--- config.mk ---
export PLATFORM = sky130hd
export DESIGN_NAME = hazard_unit
export DESIGN_NICKNAME = d
export VERILOG_FILES = /design/src/rtl/hazard_unit.sv
export SDC_FILE = /design/constraint.sdc
export NUM_CORES = 1
export LEC_CHECK = 0
export ABC_AREA = 1
export BUFFER_PORTS_ARGS = -buffer_cell sky130_fd_sc_hd__buf_2
export CAP_MARGIN = 20
export CORE_MARGIN = 1
export CORE_UTILIZATION = 49
export DETAILED_ROUTE_END_ITERATION = 10
export GPL_TIMING_DRIVEN = 0
export PLACE_DENSITY = 0.84
export SLEW_MARGIN = 5
export SYNTH_ARGS = -nofsm -noshare
export SYNTH_HDL_FRONTEND = slang
export SYNTH_SLANG_ARGS = --single-unit
--- constraint.sdc ---
create_clock -name clk -period 2.64 [get_ports clk]
set_input_delay 0.528 -clock clk [delete_from_list [all_inputs] [get_ports clk]]
set_output_delay 0.528 -clock clk [all_outputs]
set_load 0.005 [all_outputs]
--- src/rtl/hazard_unit.sv ---
// hazard_unit: pipeline hazard controller for the 5-stage MIPS datapath.
//   Produces fetch/decode stalls and the ID/EX flush for load-use, branch
//   and HI/LO (multiply/divide unit) hazards. It also produces forwarding
//   selects for the EX ALU operands and for the D-stage branch comparator,
//   and tracks how long the multi-cycle MDU stays busy.
// Ports:
//   clk, rst (async, active-low)
//   rsD/rtD, rsE/rtE                   source registers in D and E
//   writeregE/M/W, regwriteE/M/W       destination register and write enable per stage
//   memtoregE/M                        stage holds a load
//   branchD, mduseD, mdstartE          branch in D, HI/LO use in D, MDU start in E
//   stallF, stallD, flushE             combinational stall / bubble controls
//   forwardAD/BD                       branch operand from the M-stage ALU result
//   forwardAE/BE                       00 register file, 01 W result, 10 M ALU result
//   mdbusy                             MDU busy (derived from the counter register)
module hazard_unit #(
  parameter int unsigned MD_LATENCY = 32,
  parameter int unsigned MD_CNT_W   = 6
) (
  input  logic       clk,
  input  logic       rst,
  input  logic [4:0] rsD,
  input  logic [4:0] rtD,
  input  logic [4:0] rsE,
  input  logic [4:0] rtE,
  input  logic [4:0] writeregE,
  input  logic [4:0] writeregM,
  input  logic [4:0] writeregW,
  input  logic       regwriteE,
  input  logic       regwriteM,
  input  logic       regwriteW,
  input  logic       memtoregE,
  input  logic       memtoregM,
  input  logic       branchD,
  input  logic       mduseD,
  input  logic       mdstartE,
  output logic       stallF,
  output logic       stallD,
  output logic       flushE,
  output logic       forwardAD,
  output logic       forwardBD,
  output logic [1:0] forwardAE,
  output logic [1:0] forwardBE,
  output logic       mdbusy
);

  localparam logic [MD_CNT_W-1:0] LATENCY = MD_CNT_W'(MD_LATENCY);

  logic [MD_CNT_W-1:0] cnt_q, cnt_d;

  logic hit_m_rse, hit_w_rse, hit_m_rte, hit_w_rte;
  logic hit_e_d, hit_m_d;
  logic lwstall, branchstall, mdstall, stall;

  // Destination register 0 is hard-wired to zero, so it never matches.
  always_comb begin
    hit_m_rse = regwriteM && (writeregM != '0) && (writeregM == rsE);
    hit_w_rse = regwriteW && (writeregW != '0) && (writeregW == rsE);
    hit_m_rte = regwriteM && (writeregM != '0) && (writeregM == rtE);
    hit_w_rte = regwriteW && (writeregW != '0) && (writeregW == rtE);
    hit_e_d   = (writeregE != '0) && ((writeregE == rsD) || (writeregE == rtD));
    hit_m_d   = (writeregM != '0) && ((writeregM == rsD) || (writeregM == rtD));
  end

  always_comb begin
    // The M stage holds the newer value, so it wins over W.
    forwardAE = hit_m_rse ? 2'b10 : (hit_w_rse ? 2'b01 : 2'b00);
    forwardBE = hit_m_rte ? 2'b10 : (hit_w_rte ? 2'b01 : 2'b00);
    forwardAD = regwriteM && (writeregM != '0) && (writeregM == rsD);
    forwardBD = regwriteM && (writeregM != '0) && (writeregM == rtD);
  end

  always_comb begin
    lwstall     = memtoregE && regwriteE && hit_e_d;
    // A D-stage branch needs its operands now. A result still in E is not
    // ready yet, and neither is load data still in M.
    branchstall = branchD && ((regwriteE && hit_e_d) || (memtoregM && hit_m_d));
    mdstall     = mduseD && mdbusy;
    stall       = lwstall || branchstall || mdstall;
    stallF      = stall;
    stallD      = stall;
    flushE      = stall;
  end

  // A new start always reloads the counter, even while the MDU is busy.
  // Otherwise the counter counts down to zero and stays there.
  always_comb begin
    cnt_d = cnt_q;
    if (mdstartE) begin
      cnt_d = LATENCY;
    end else if (cnt_q != '0) begin
      cnt_d = cnt_q - 1'b1;
    end
  end

  always_ff @(posedge clk or negedge rst) begin
    if (!rst) begin
      cnt_q <= '0;
    end else begin
      cnt_q <= cnt_d;
    end
  end

  assign mdbusy = (cnt_q != '0);

endmodule

==> out/results.ini <==
[global_route]
grtUsageTotal_pct = 22.0
grt_pass1_wl_um = 4170
antenna_found_initial = 0
grt_max_degree = 8
grt_overflow_total = 0
first_global_vias = 1068

[layout]
drive_above_1_share_pct = 31.3
syn_to_final_growth_pct = 28.1
largest_reg_flops = 6
nFillCells = 189
diodes = 0
reg_top3 = cnt_q (6)
top_register = cnt_q
nets = 278

[yosys]
synth_cells = 177
postSynthAreaPerCell_um2 = 6.16
yosysMostFrequentCell = nand2_1
synth_top_area_share_pct = 17.9
syn-num-nets = 223
ys.flop_type = dfrtp_1
synth_edf_count = 0
ys_top_cells_by_count = nand2_1 (52), inv_1 (28), nor2_1 (22)
async_flop_share_pct = 100
yosysSeqAreaShare_pct = 13.8
ys_ff_latch = 6
synth_top_cell_by_area = nand2_1
synthTopCellsByArea = nand2_1 (18%), dfrtp_1 (14%), xnor2_1 (11%)
netlist_area_mm2 = 0.00109
ys_warn_count = 0
synth_cell_types = 24

[timing]
slew_viol_final = 0
layout_setup_ws_ns = 0.288
setup_viol = 0
slew_headroom_pct = 81.8
fin_crit_sh_pct = 89.1
finalHoldViolations = 0
timing.setup.tns_ns = 0
max_freq_mhz = 425
rsz0062_at_grt = false
post-route-min-period_ns = 2.35
worstMarginPinSlew_ns = 0.270
worst_clock_skew_ns = 0.00446

[critical_path]
worstSetupPathType = flop to primary output
timing.rr.start = cnt_q[0]
crit_required_ns = 2.11
reg2reg_depth = 9
endpoint_kind = primary output
critPathMaxFanout = 5
arrival_ns = 1.82
reg2reg_to = cnt_q[2]
cp-start-kind = flop
r2r_slack_ns = 1.12

[floorplanning]
die-area_mm2 = 0.00242
fp.coreArea_mm2 = 0.00202
die_y_um = 49.2
placementRows = 16
boundaryPins = 55
initial_core_util_pct = 53.9
die_w_um = 49.2

[clocking]
ctsResizeCount = 0
cts_setup_buffers = 0
cts_tree = yes
h-tree-depth = 1
cts_hold_buf = 0
clock_sinks = 6
cts_root_buffer = clkbuf_4
clock_latency_ns = 0.25
numCtsBuffers = 3
clk_pin_slew_ns = 0.05
clock_path_buffers = 2

[placed_design]
dp_hpwl_um = 2200
place_ws_ns = 0.537
gp_congestion = 0.860
io_buffers = 50

[pwr]
p_leak_nw = 0.851
vdd_drop_max_mv = 0.362
powerDensity_mw_per_mm2 = 438

[routing]
initialDrtViolationCount = 22
vias_per_cell = 4.50
wl_um = 2420
antenna_left = 0
drc = 0
num_vias = 1157
wl_per_cell_um = 9.40
dr.pass1.iters = 4

[run]
cap_violations = 0

[outcome]
outcome = finished, final reports clean

[min_path]
hold_path.class = primary input to asynchronous set/reset pin

cell families after synthesis:
logic type	after synthesis	synth area share (%)
buf+inv	38	16.1
compound gates	7	4.13
xor+xnor	27	21.7
fa+ha+maj	1	1.15
flops	6	13.8
simple gates	98	43.2
per-layer routing:
layer / vias to the layer above / track usage [%] / share of wire, %
li1: 637 / - / -
met5: - / 0 / 0
met1: 491 / 25.8 / 45
met2: 29 / 40.2 / 51
met3: 0 / 5.30 / 3.6
met4: 0 / 3.92 / 0
metrics by stage:
step | hold slack (ns) | total power [mW] | util (%) | std cells | cell area, um2
finish | 0.0931 | 0.612 | 69.1 | 257 | 1400
global route | 0.0886 | 0.668 | 69.1 | 257 | 1400
CTS | 0.0921 | 0.618 | 69.1 | 257 | 1400
detailed placement | 0.357 | 0.528 | 67.9 | 254 | 1370
global placement | 0.358 | 0.517 | 67.9 | 254 | 1370
floorplan | 0.232 | 0.426 | - | 177 | 1090
report_power, final:
group | total, mW | switching, mW | leakage [nW] | internal (mW)
Sequential | 0.171 | 0.0389 | 0.0744 | 0.132
Clock | 0.0863 | 0.0348 | 0.0138 | 0.0515
Combinational | 0.354 | 0.198 | 0.763 | 0.156
Total | 0.612 | 0.271 | 0.851 | 0.340
placed cells by master, fill, tap and decap left out, types with 2 or more instances in the layout:
cell type and count:
a21oi_1 2, buf_2 50, nor2_1 22, xnor2_1 14, buf_4 8, nand4_1 3, nor4_4 2, clkbuf_4 3
nand2_1 52, nor3_1 5, dfrtp_1 6, xor2_1 13, o21ai_0 3, nand3_1 8, inv_1 28
worst max path at each step:
stage                      start  endpoint  depth (start not counted)
floorplan           writeregM[0]    stallD                         10
global placement    writeregM[2]    stallD                         13
detailed placement      cnt_q[0]    stallF                         11
CTS                     cnt_q[0]    stallF                         11
global route            cnt_q[0]    stallD                         11
finish                  cnt_q[0]    stallF                         11
worst max-delay path, cell delays in order (launching register included):
cell and delay, ns:
dfrtp_1 0.40, inv_1 0.07, ha_1 0.17, inv_1 0.07, nor3_2 0.17, nand2_2 0.13, nor2_8 0.15, inv_4 0.05
nand2_1 0.05, nand2_1 0.07, buf_4 0.13, buf_2 0.11
layout make-up:
| class | count | area [um2] | area share, % |
|---|---|---|---|
| buffer | 8 | 60.1 | 4.30 |
| clock buffer | 3 | 22.5 | 1.61 |
| inverter | 30 | 115 | 8.24 |
| multi-input combinational | 133 | 764 | 54.7 |
| sequential | 6 | 150 | 10.8 |
| tap | 27 | 33.8 | 2.42 |
| timing repair buffer | 50 | 250 | 17.9 |
(Power assumes the default switching activity.)
